==> config.mk <==
export PLATFORM = sky130hd
export DESIGN_NAME = tdm_demux_2ch
export DESIGN_NICKNAME = d
export VERILOG_FILES = /design/src/rtl/tdm_demux_2ch.sv
export SDC_FILE = /design/constraint.sdc
export NUM_CORES = 1
export LEC_CHECK = 0
export ABC_AREA = 1
export BUFFER_PORTS_ARGS = -buffer_cell sky130_fd_sc_hd__buf_4
export CAP_MARGIN = 0
export CORE_MARGIN = 5
export CORE_UTILIZATION = 48
export DETAILED_ROUTE_END_ITERATION = 7
export GPL_TIMING_DRIVEN = 0
export PLACE_DENSITY = 0.76
export SETUP_SLACK_MARGIN = 0.02
export SLEW_MARGIN = 20
export SYNTH_ARGS = -nofsm -noshare
export SYNTH_HDL_FRONTEND = slang
export SYNTH_SLANG_ARGS = --single-unit
export TNS_END_PERCENT = 50
==> constraint.sdc <==
create_clock -name clk -period 1.91 [get_ports clk]
set_input_delay 0 -clock clk [delete_from_list [all_inputs] [get_ports clk]]
set_output_delay 0 -clock clk [all_outputs]
set_load 0.01 [all_outputs]
==> src/rtl/tdm_demux_2ch.sv <==
// rtl/tdm_demux_2ch.sv - two-channel bit-interleaved TDM receive demultiplexer
module tdm_demux_2ch #(
  parameter int WIDTH = 8
) (
  input  logic             clk,
  input  logic             rst,
  input  logic             din,
  input  logic             din_valid,
  input  logic             frame_sync,
  output logic [WIDTH-1:0] out_a,
  output logic [WIDTH-1:0] out_b,
  output logic             out_valid,
  output logic             sel_cur,
  output logic             locked,
  output logic             sync_err
);

  localparam int FRAME = 2 * WIDTH;
  localparam int IW    = $clog2(FRAME);
  localparam logic [IW-1:0] LAST = IW'(FRAME - 1);

  localparam logic [0:0] HUNT = 1'b0;
  localparam logic [0:0] RECV = 1'b1;

  logic [0:0]       r_state;
  logic [IW-1:0]    r_idx;
  logic [WIDTH-1:0] r_sh_a;
  logic [WIDTH-1:0] r_sh_b;
  logic [WIDTH-1:0] r_out_a;
  logic [WIDTH-1:0] r_out_b;
  logic             r_out_valid;
  logic             r_sync_err;

  logic [IW-2:0]    w_pos;
  logic [WIDTH-1:0] w_sh_a;
  logic [WIDTH-1:0] w_sh_b;
  logic [WIDTH-1:0] w_fresh_a;

  // Bit position within the word is the counter without its channel bit.
  assign w_pos     = r_idx[IW-1:1];
  assign w_fresh_a = {{(WIDTH-1){1'b0}}, din};

  // Shift registers as they look with the current bit written in, so the
  // last bit of a frame can be included in the word loaded on the same edge.
  always_comb begin
    w_sh_a = r_sh_a;
    w_sh_b = r_sh_b;
    if (r_idx[0]) w_sh_b[w_pos] = din;
    else          w_sh_a[w_pos] = din;
  end

  // Framing state, bit counter, deserializers and output word/strobe registers.
  always_ff @(posedge clk or posedge rst) begin
    if (rst) begin
      r_state     <= HUNT;
      r_idx       <= '0;
      r_sh_a      <= '0;
      r_sh_b      <= '0;
      r_out_a     <= '0;
      r_out_b     <= '0;
      r_out_valid <= 1'b0;
      r_sync_err  <= 1'b0;
    end else begin
      r_out_valid <= 1'b0;
      r_sync_err  <= 1'b0;
      if (din_valid) begin
        if (r_state == HUNT) begin
          // Drop everything until a sync marks channel A bit 0.
          if (frame_sync) begin
            r_state <= RECV;
            r_idx   <= IW'(1);
            r_sh_a  <= w_fresh_a;
            r_sh_b  <= '0;
          end
        end else if (frame_sync && (r_idx != '0)) begin
          // Misplaced sync: abandon the partial frame and restart on this bit.
          r_sync_err <= 1'b1;
          r_idx      <= IW'(1);
          r_sh_a     <= w_fresh_a;
          r_sh_b     <= '0;
        end else begin
          // Framing free-runs; a sync at index 0 is accepted but not required.
          r_sh_a <= w_sh_a;
          r_sh_b <= w_sh_b;
          if (r_idx == LAST) begin
            r_idx       <= '0;
            r_out_a     <= w_sh_a;
            r_out_b     <= w_sh_b;
            r_out_valid <= 1'b1;
          end else begin
            r_idx <= r_idx + 1'b1;
          end
        end
      end
    end
  end

  assign out_a     = r_out_a;
  assign out_b     = r_out_b;
  assign out_valid = r_out_valid;
  assign sel_cur   = r_idx[0];
  assign locked    = (r_state == RECV);
  assign sync_err  = r_sync_err;

endmodule
# ---- Yosys cells after proc, flatten, opt, wreduce, memory -nomap -nowiden
# Index checks and enable logic that the tools add are counted.
dict set report word_totals {
  register_bits 39
  input_bits 5
  output_inout_bits 20
}
dict set report op_classes {
  n_addsub 1
  n_lt_le_gt_ge 2
  n_eq_ne 1
  mux 25
  bitwise_logic 1
  reduce_logical 6
}
# cell n
set ops {}
lappend ops {{two-way mux 8 bit} 8}
lappend ops {{bitwise mux 8 bit} 2}
lappend ops {{two-way mux 4 bit} 4}
lappend ops {{two-way mux 1 bit} 10}
lappend ops {{adder 4 x 1 -> 4 bit, second input constant} 1}
lappend ops {{== test 4 bit, second input constant} 1}
lappend ops {{< comparator 3 x 4 -> 1 bit, second input constant} 1}
lappend ops {{AND reduction 4 bit} 1}
lappend ops {{nonzero test 4 bit} 1}
lappend ops {{demux 1 bit (select 3 bit)} 1}
lappend ops {{>= comparator 3 x 1 -> 1 bit, second input constant} 1}
lappend ops {{logical AND 1 bit} 2}
lappend ops {{AND reduction 2 bit} 1}
lappend ops {{nonzero test 2 bit} 1}
lappend ops {{NOT 1 bit} 1}

# ---- Logic depth before layout (Yosys ltp)
# Gate-level depths: netlist of run 1.
dict set report depth {
  word_depth 8
  mapped_depth 10
  ltp_nobuf 8
}

# ---- Least setup slack after synthesis of run 1
# Ideal clock, no wire load.
dict set report synth_path {
  kind {register -> register}
  startpoint {reg r_idx[0]}
  endpoint {reg r_out_a[7], in the netlist out_a[7]}
  t_arrival_ns 1.526
  required_time_ns 1.787
  setup_slack_ns 0.260
  stages_incl_launch_ff 11
  n_path_buf 3
  cell_sequence {dfrtp_1 -> buf_4 -> inv_1 -> buf_2 -> ha_1 -> nand2_4 -> nand2_4 -> nand2_4 -> buf_6 -> nand2_1 -> o21ai_2}
}
dict set report synth_via {
  elab_chain_cells 4
}
# item line_no
set synth_rtl {}
lappend synth_rtl {{start: declaration} 26} ;# logic [IW-1:0] r_idx;
lappend synth_rtl {{start signal: assignment} 91} ;# r_idx <= r_idx + 1'b1;
lappend synth_rtl {{nonzero test 4 bit} 75} ;# end else if (frame_sync && (r_idx != '0)) begin
lappend synth_rtl {{logical AND 1 bit} 75}
lappend synth_rtl {{NOT 1 bit (no source line)} n/a}
lappend synth_rtl {{AND reduction 4 bit (no source line)} n/a}
lappend synth_rtl {{end signal: assignment} 87} ;# r_out_a <= w_sh_a;
lappend synth_rtl {{end: declaration} 29} ;# logic [WIDTH-1:0] r_out_a;
# Several ways; a longest one is shown, not always the timed one.
# A chain may end at the register's enable or synchronous reset.

# ---- Worst setup path in the final report of run 1
dict set report layout_path {
  startpoint {reg r_idx[0]}
  endpoint {reg r_sh_b[4]}
}
dict set report layout_via {
  elab_chain_cells 4
}
# item line_no
set layout_rtl {}
lappend layout_rtl {{nonzero test 4 bit} 75}
lappend layout_rtl {{logical AND 1 bit} 75}
lappend layout_rtl {{two-way mux 8 bit (*)} 75}
lappend layout_rtl {{two-way mux 8 bit (*)} 67} ;# if (r_state == HUNT) begin
lappend layout_rtl {{end signal: assignment} 84} ;# r_sh_b <= w_sh_b;
lappend layout_rtl {{end: declaration} 28} ;# logic [WIDTH-1:0] r_sh_b;
# Every way passes the cells marked *; elsewhere a longest branch is shown, timed or not.

==> flow_metrics.py, run 1 <==
metrics = {
    "placed_design": {
        "place.gp.congestion": 0.8681,
        "numPortBuffers": 24,
        "dp_hpwl_um": 2995,
    },
    "sta": {
        "relSlewSlack_pct": 73.03,
        "clock.fmax_mhz": 554.8,
        "rsz0062_at_grt": "no",
        "setup_viol": 0,
        "period_needed_ps": 1803,
        "finalCritPeriodShare_pct": 94.37,
        "drv_slew": 0,
        "worst_slew_pin_slew_ps": 404.6,
        "finalHoldViolCount": 0,
        "finalSetupTns_ps": 0,
        "skew_ps": 1.958,
    },
    "synth": {
        "synth_top_cell_area_share_pct": 49.59,
        "synth_nets": 247,
        "yosysSeqAreaShare_pct": 49.59,
        "netlist_instances": 240,
        "synth_area_per_cell_sq_um": 8.201,
        "synth_area_sq_um": 1968,
        "ys_ff_latch": 39,
        "synth.area.top_cells": "dfrtp_1 (50%), nand2_1 (18%), nand3_1 (5.6%)",
        "synth_cell_types": 27,
        "netlist.top_cell.by_area": "dfrtp_1",
        "ys_warn_count": 0,
    },
    "clocking": {
        "cts_tree": "done",
        "ctsHtreeMaxLevel": 2,
        "ctsRootBufferMaster": "clkbuf_8",
        "cts_buffers": 5,
        "clkTransAtPathRegs_ps": 70,
        "cts_max_path_buffers": 2,
        "insertion_delay_ps": 290,
        "numClockSinks": 39,
    },
    "floorplan": {
        "dieArea_sq_um": 5481,
        "dieWidth_um": 74.04,
        "die-height_um": 74.04,
        "floorplan.initialDensity_pct": 49.20,
        "rows": 23,
        "coreArea_sq_um": 4000,
        "io_pins": 25,
    },
    "critical_path": {
        "cp_cell_sequence": "buf_4 > inv_1 > clkbuf_4 > ha_1 > nand2_4 > a21oi_2 > buf_6 > nand3_1 > nand2_1",
        "end_kind": "register",
        "cp.required_ps": 2140,
        "slowest_stage": "dfrtp_1",
        "cp_max_fo": 10,
        "crit_buf_inv": 4,
        "cp_top_family": "buffers and inverters",
        "path_class": "reg -> reg",
        "arrival_ps": 2030,
        "cp_slowest_stage_delay_ps": 410,
        "startpoint_type": "register",
    },
    "outcome": {
        "outcome": "complete, no violations",
    },
    "power": {
        "leakage_uw": 0.001245,
        "p_per_area_nw_per_um2": 947.2,
        "total_power_uw": 2222,
        "ir_drop_mv": 0.4717,
    },
    "routing": {
        "routedWlPerCell_um": 12.79,
        "postRouteAntennaNets": 0,
        "wl_um": 4168,
        "first_pass_iters": 4,
        "num_vias": 1625,
        "drc_errors": 0,
        "first_iter_violations": 105,
        "routed_via_density": 4.985,
    },
    "layout": {
        "final_util_pct": 58.65,
        "layout-drive-gt1-share_pct": 21.74,
        "syn_to_final_growth_pct": 19.20,
        "nets": 282,
        "diodes": 0,
    },
    "global_routing": {
        "grt_max_degree": 25,
        "grt_pass1_wl_um": 7389,
        "grt_util_all_layers_pct": 17.74,
        "grt_pass1_vias": 1588,
        "grt_antenna_before_repair": 0,
        "grt_overflow": 0,
    },
    "job": {
        "max-cap-violations": 0,
    },
    "hold_path": {
        "hp-class": "in -> reg",
    },
}
==> worst min-delay path: stages <==
cell	delay (ps)
buf_4	130
nand2_4	100
nor2_1	40
==> cells by family after synthesis <==
logic type	count (synthesis)	share of synthesized area, %
simple gates	140	32.36
flops	39	49.59
buf+inv	30	8.010
compound gates	28	8.328
fa+ha+maj	2	1.271
xor+xnor	1	0.4451
==> metrics by stage <==
stage	cell area (sq um)	worst slack, ps	cells	hold WS, ps
2_1_floorplan	1968	260.5	240	139.3
3_3_place_gp	2211	108.9	314	265.2
3_5_place_dp	2231	72.60	315	-2.873
4_1_cts	2342	67.18	326	13.74
5_1_grt	2346	1.492	326	11.65
6_report	2346	107.5	326	17.10
==> layer usage <==
| layer | vias up | part of all wire (%) | global-route usage [%] |
|---|---|---|---|
| met5 | - | 0 | 0 |
| met4 | 0 | 2.0 | 7.646 |
| met3 | 7 | 5.3 | 4.459 |
| met2 | 38 | 45 | 28.64 |
| met1 | 746 | 47 | 22.62 |
| li1 | 834 | - | - |
==> layout by cell type (no fill, tap or decap), drive strengths merged <==
cell,instances
nor2,8
clkinv,1
dlygate4sd3,3
o21bai,1
a21oi,2
o21ai,24
buf,32
clkbuf,9
xor2,1
nand3,24
nand2,102
nand4,4
dfrtp,39
a22oi,1
ha,2
inv,21
nor3,2
==> power breakdown <==
group / internal, uW / switching (uW) / total (uW)
registers: 910 / 61.9 / 972
clock network: 256 / 280 / 536
logic: 253 / 461 / 714
total: 1420 / 803 / 2220
==> state kept, by name (all words and copies together) (netlist names) <==
signal,count
locked,1
out_b,8
sync_err,1
r_sh_b,8
r_idx,4
out_a,8
r_sh_a,8
out_valid,1
==> layout make-up <==
type / instances / area, sq um
Clock buffer: 7 / 76.32
Inverter: 21 / 81.33
Timing Repair Buffer: 28 / 230.2
Clock inverter: 1 / 5.005
Fill cell: 362 / 1654
Multi-Input combinational cell: 171 / 834.6
Sequential cell: 39 / 975.9
Buffer: 9 / 80.08
Tap cell: 50 / 62.56
==> repair_timing <==
action                                 CTS  global route
hold buffers                             3             0
setup endpoints to repair                0            21
setup buffers                            0             0
endpoints found under the hold margin   34             0
gates resized for setup                  0             2
==> cell usage after synthesis <==
cell / number
nand2_1: 97
dfrtp_1: 39
nand3_1: 22
inv_1: 18
o21ai_0: 10
o21ai_1: 10
buf_6: 5
nor2_1: 5
nand4_1: 4
o21ai_2: 4
nand2_4: 3
buf_2: 2
ha_1: 2
inv_2: 2
nand2_2: 2
nand3_2: 2
nor2_2: 2
nor3_2: 2
a21oi_1: 1
a21oi_2: 1
a22oi_1: 1
buf_4: 1
clkbuf_1: 1
clkinv_2: 1
nor2_8: 1
o21bai_1: 1
xor2_1: 1
==> final timing paths <==
check / startpoint / to / slack (ps) / cells after the start
worst max-delay path: r_idx[0]$_DFFE_PP0P_ / r_sh_b[4]$_DFFE_PP0P_ / 110 / 9
max in group asynchronous: rst / r_idx[1]$_DFFE_PP0P_ / 1230 / 4
worst min-delay path: frame_sync / sync_err$_DFF_PP0_ / 20 / 3
worst min register to register: out_a[2]$_DFFE_PP0P_ / out_a[2]$_DFFE_PP0P_ / 480 / 2
worst max register to register: r_idx[0]$_DFFE_PP0P_ / r_sh_b[4]$_DFFE_PP0P_ / 110 / 9
min in group asynchronous: rst / out_valid$_DFF_PP0_ / 240 / 3
No activity file was read; power rests on OpenSTA's default activity.
==> inputs of run 2 (changes only) <==
CORE_UTILIZATION = 25   (was 48)
PLACE_DENSITY = 0.49   (was 0.76)
==> flow_metrics.py, run 2 (synthesized netlist as in run 1, its figures left out) <==
metrics = {
    "global_routing": {
        "grt_util_all_layers_pct": 10.26,
        "grt_pass1_wl_um": 7935,
        "grt_overflow": 0,
        "grt_pass1_vias": 1622,
        "grt_max_degree": 22,
        "grt_antenna_before_repair": 0,
    },
    "routing": {
        "drc_errors": 0,
        "first_iter_violations": 76,
        "routedWlPerCell_um": 12.09,
        "first_pass_iters": 4,
        "wl_um": 4570,
        "routed_via_density": 4.307,
        "postRouteAntennaNets": 0,
        "num_vias": 1628,
    },
    "hold_path": {
        "hp-class": "in -> reg",
    },
    "sta": {
        "finalHoldViolCount": 0,
        "clock.fmax_mhz": 569.5,
        "period_needed_ps": 1756,
        "worst_slew_pin_slew_ps": 456.3,
        "finalSetupTns_ps": 0,
        "finalCritPeriodShare_pct": 91.94,
        "setup_viol": 0,
        "rsz0062_at_grt": "no",
        "relSlewSlack_pct": 69.53,
        "drv_slew": 0,
        "skew_ps": 2.510,
        "hold_slack_ps": 16.24,
    },
    "power": {
        "seqPwrFrac_pct": 41.7,
        "power.internal_uw": 1496,
        "p_per_area_nw_per_um2": 950.5,
        "leakage_uw": 0.001257,
        "p_comb_share_pct": 31.1,
        "switching_share_pct": 35.68,
        "total_power_uw": 2326,
        "p_clk_share_pct": 27.2,
        "ir_drop_mv": 0.3209,
        "p_sw_uw": 829.9,
    },
    "layout": {
        "diodes": 0,
        "layout_common_cells": "nand2_1 (97), dfrtp_1 (39), buf_4 (25), nand3_1 (22), inv_1 (17)",
        "final_util_pct": 31.84,
        "layoutNonFillerInstCount": 378,
        "syn_to_final_growth_pct": 24.35,
        "fillers": 831,
        "final_common_cell": "nand2_1",
        "layout-drive-gt1-share_pct": 22.46,
        "nets": 282,
    },
    "critical_path": {
        "cp.required_ps": 2100,
        "end_kind": "register",
        "arrival_ps": 1940,
        "cp_max_fo": 10,
        "startpoint_type": "register",
        "path_class": "reg -> reg",
    },
    "placed_design": {
        "dp_hpwl_um": 3356,
        "place_inst": 367,
        "place.gp.congestion": 0.7814,
        "numPortBuffers": 24,
    },
    "clocking": {
        "numClockSinks": 39,
        "clkTransAtPathRegs_ps": 80,
        "ctsHtreeMaxLevel": 2,
        "cts_buffers": 5,
        "cts_tree": "done",
        "cts_max_path_buffers": 2,
        "insertion_delay_ps": 290,
        "cts_setup_buffers": 0,
        "ctsRootBufferMaster": "clkbuf_8",
    },
    "floorplan": {
        "dieArea_sq_um": 9747,
        "die-height_um": 98.73,
        "floorplan.initialDensity_pct": 25.60,
        "rows": 32,
        "dieWidth_um": 98.73,
        "io_pins": 25,
        "coreArea_sq_um": 7687,
    },
    "job": {
        "max-cap-violations": 0,
    },
    "outcome": {
        "outcome": "complete, no violations",
    },
}
-- run 2: cell types whose count changed in the layout (fill, tap and decap cells not counted), sizes merged --
cell	previous run	this run
buf	32	33
clkbuf	9	8
clkinvlp	0	1
inv	21	20
-- run 2: cell type report --
type | instances | area (sq um) | area share (%)
Tap cell | 102 | 127.6 | 5.215
Buffer | 9 | 83.83 | 3.425
Clock inverter | 1 | 7.507 | 0.3067
Timing Repair Buffer | 28 | 237.7 | 9.714
Multi-Input combinational cell | 171 | 834.6 | 34.10
Inverter | 21 | 83.83 | 3.425
Clock buffer | 7 | 96.34 | 3.937
Sequential cell | 39 | 975.9 | 39.88
-- run 2: metrics by stage --
| step | setup WS, ps | instance area, sq um |
|---|---|---|
| 2_1_floorplan | 260.5 | 1968 |
| 3_3_place_gp | 60.69 | 2276 |
| 3_5_place_dp | 22.45 | 2303 |
| 4_1_cts | 41.75 | 2441 |
| 5_1_grt | 30.03 | 2447 |
| 6_report | 154.0 | 2447 |
-- run 2: metal layers --
| layer | vias up | share of wire [%] | track usage [%] |
|---|---|---|---|
| met5 | - | 0 | 0 |
| met4 | 0 | 1.7 | 3.466 |
| met3 | 8 | 3.5 | 3.043 |
| met2 | 19 | 46 | 16.12 |
| met1 | 758 | 48 | 13.49 |
| li1 | 843 | - | - |
-- run 2: final timing paths --
check / start / end / slack [ps] / cells after the start
min in group asynchronous: rst / out_b[3]$_DFFE_PP0P_ / 270 / 3
max: r_idx[0]$_DFFE_PP0P_ / out_a[1]$_DFFE_PP0P_ / 150 / 10
min reg2reg: r_sh_b[1]$_DFFE_PP0P_ / r_sh_b[1]$_DFFE_PP0P_ / 490 / 2
max in group asynchronous: rst / sync_err$_DFF_PP0_ / 1180 / 4
max reg2reg: r_idx[0]$_DFFE_PP0P_ / out_a[1]$_DFFE_PP0P_ / 150 / 10
min: frame_sync / sync_err$_DFF_PP0_ / 20 / 3
-- run 2: critical path: stages (launching register included) --
cell and delay (ps):
dfrtp_1 420, buf_4 190, inv_1 120, buf_6 160
ha_1 200, nand2_4 70, nand2_4 100, nand2_4 100
buf_6 160, nand2_1 70, o21ai_2 50
-- run 2: what timing repair did --
item	4_1_cts	5_1_grt
hold buffers	3	0
gates resized for setup	1	3
endpoints found under the hold margin	19	0
setup endpoints to repair	3	28
-- run 2: power by group through the flow --
stage / sequential [uW] / combinational (uW) / clock [uW]
after floorplan: 981 / 535 / 0
after global placement: 983 / 703 / 0
after detailed placement: 986 / 717 / 0
after CTS: 970 / 725 / 652
after global routing: 984 / 829 / 690
final: 971 / 723 / 632
==> inputs of run 3 (changes only) <==
==> constraint.sdc (replaced) <==
create_clock -name clk -period 1.91 [get_ports clk]
set_input_delay 0.382 -clock clk [delete_from_list [all_inputs] [get_ports clk]]
set_output_delay 0.382 -clock clk [all_outputs]
set_load 0.01 [all_outputs]
==> flow_metrics.py, run 3 (synthesized netlist as in run 1, its figures left out) <==
metrics = {
    "outcome": {
        "outcome": "complete, no violations",
    },
    "critical_path": {
        "cp.required_ps": 2100,
        "cp_max_fo": 10,
        "cp_slowest_stage_delay_ps": 410,
        "critical_path.reg2reg.startpoint": "r_idx[0]$_DFFE_PP0P_",
        "cp_cell_sequence": "buf_4 > inv_1 > buf_6 > ha_1 > nand2_4 > nand2_4 > nand2_4 > clkinv_4 > nand3_1 > nand2_1",
        "startpoint_type": "register",
        "end_kind": "register",
        "r2r_setup_slack_ps": 160,
        "arrival_ps": 1940,
        "path_class": "reg -> reg",
        "startpoint": "r_idx[0]$_DFFE_PP0P_",
        "cpMostUsedCell": "nand2_4",
        "slowest_stage": "dfrtp_1",
    },
    "floorplan": {
        "die-height_um": 98.73,
        "floorplan.initialDensity_pct": 25.60,
        "rows": 32,
        "dieWidth_um": 98.73,
        "io_pins": 25,
        "dieArea_sq_um": 9747,
        "coreArea_sq_um": 7687,
    },
    "global_routing": {
        "grt_overflow": 0,
        "grt_util_all_layers_pct": 10.23,
        "grt_antenna_before_repair": 0,
        "grt_max_degree": 22,
        "grt_pass1_wl_um": 7900,
        "grt_pass1_vias": 1605,
    },
    "placed_design": {
        "dp_hpwl_um": 3356,
        "place.gp.congestion": 0.7814,
        "post_dp_cell_area_sq_um": 2303,
        "numPortBuffers": 24,
    },
    "power": {
        "power.internal_uw": 1492,
        "seqPwrFrac_pct": 41.8,
        "leakage_uw": 0.001246,
        "ir_drop_mv": 0.3189,
        "p_clk_share_pct": 27.2,
        "switching_share_pct": 35.72,
        "p_comb_share_pct": 30.9,
        "p_sw_uw": 829.2,
        "p_per_area_nw_per_um2": 960.4,
    },
    "clocking": {
        "cts_buffers": 5,
        "cts_setup_buffers": 0,
        "ctsHtreeMaxLevel": 2,
        "clkTransAtPathRegs_ps": 80,
        "numClockSinks": 39,
        "ctsRootBufferMaster": "clkbuf_8",
        "cts_max_path_buffers": 2,
        "cts_tree": "done",
        "insertion_delay_ps": 290,
        "holdBufCountCts": 0,
    },
    "sta": {
        "rsz0062_at_grt": "no",
        "relSlewSlack_pct": 69.39,
        "worst_slew_pin_slew_ps": 458.5,
        "finalSetupTns_ps": 0,
        "drv_slew": 0,
        "skew_ps": 3.871,
        "setup_viol": 0,
        "finalHoldViolCount": 0,
        "clock.fmax_mhz": 570.3,
        "period_needed_ps": 1754,
        "hold_slack_ps": 94.63,
        "finalCritPeriodShare_pct": 91.81,
    },
    "routing": {
        "postRouteAntennaNets": 0,
        "routed_via_density": 4.307,
        "wl_um": 4563,
        "routedWlPerCell_um": 12.17,
        "first_pass_iters": 4,
        "first_iter_violations": 72,
        "num_vias": 1615,
        "drc_errors": 0,
    },
    "layout": {
        "nets": 279,
        "final_util_pct": 31.45,
        "layout-drive-gt1-share_pct": 22.71,
        "diodes": 0,
        "layout_common_cells": "nand2_1 (97), dfrtp_1 (39), buf_4 (25), nand3_1 (22), inv_1 (17)",
        "final_common_cell": "nand2_1",
        "finish.instance_area_sq_um": 2417,
        "syn_to_final_growth_pct": 22.82,
    },
    "hold_path": {
        "hp-class": "in -> async",
    },
    "job": {
        "max-cap-violations": 0,
    },
}
[run 3: cell types whose count changed in the layout (fill, tap and decap cells not counted)]
cell | before | now
dlygate4sd3_1 | 3 | 0
[run 3: worst max-delay path, delay by kind of cell (launching register included)]
family                     cells  cell delay, ps
DFF                            1             410
adders and majority gates      1             220
and+or+nand+nor                5             450
buffers and inverters          4             560
[run 3: worst paths after layout]
kind	endpoint	cells after the start
setup reg to reg	out_b[2]$_DFFE_PP0P_	10
hold reg to reg	r_sh_b[1]$_DFFE_PP0P_	2
max in group asynchronous	sync_err$_DFF_PP0_	3
min in group clk	locked$_DFFE_PP0P_	3
hold / removal	out_b[3]$_DFFE_PP0P_	2
setup / recovery	out_b[2]$_DFFE_PP0P_	10
[run 3: per-stage QoR]
| step | power [uW] | instances | worst slack, ps |
|---|---|---|---|
| after floorplan | 1516 | 240 | 260.5 |
| after global placement | 1687 | 366 | -36.19 |
| after detailed placement | 1703 | 367 | 22.45 |
| after CTS | 2342 | 375 | 41.75 |
| after global routing | 2498 | 375 | 30.03 |
| final | 2322 | 375 | 156.5 |
[run 3: repair_timing]
| action | CTS | global route |
|---|---|---|
| pin swaps | 0 | 0 |
| endpoints found under the setup margin | 3 | 28 |
| gates resized for setup | 1 | 3 |
[run 3: area by class of cell]
type | instances | area (sq um)
fillers | 835 | 5270
flip-flops and latches | 39 | 975.9
multi-input cells | 171 | 834.6
repair buffers | 25 | 207.7
well taps | 102 | 127.6
clock buffers | 7 | 96.34
plain buffers | 9 | 83.83
inverters | 21 | 83.83
clock inverters | 1 | 7.507
[run 3: per-layer routing]
layer	vias up	wire length (um)	track usage, %
met2	19	2136	16.02
met4	0	76	3.466
met3	7	158	3.043
met5	-	0	0
met1	752	2193	13.49
li1	837	-	-
[run 3: power groups by stage]
stage,clock network [uW],logic (uW),registers [uW]
final,633,718,971
after global routing,690,824,984
after detailed placement,0,717,986
after floorplan,0,535,981
after CTS,652,720,970
after global placement,0,703,983
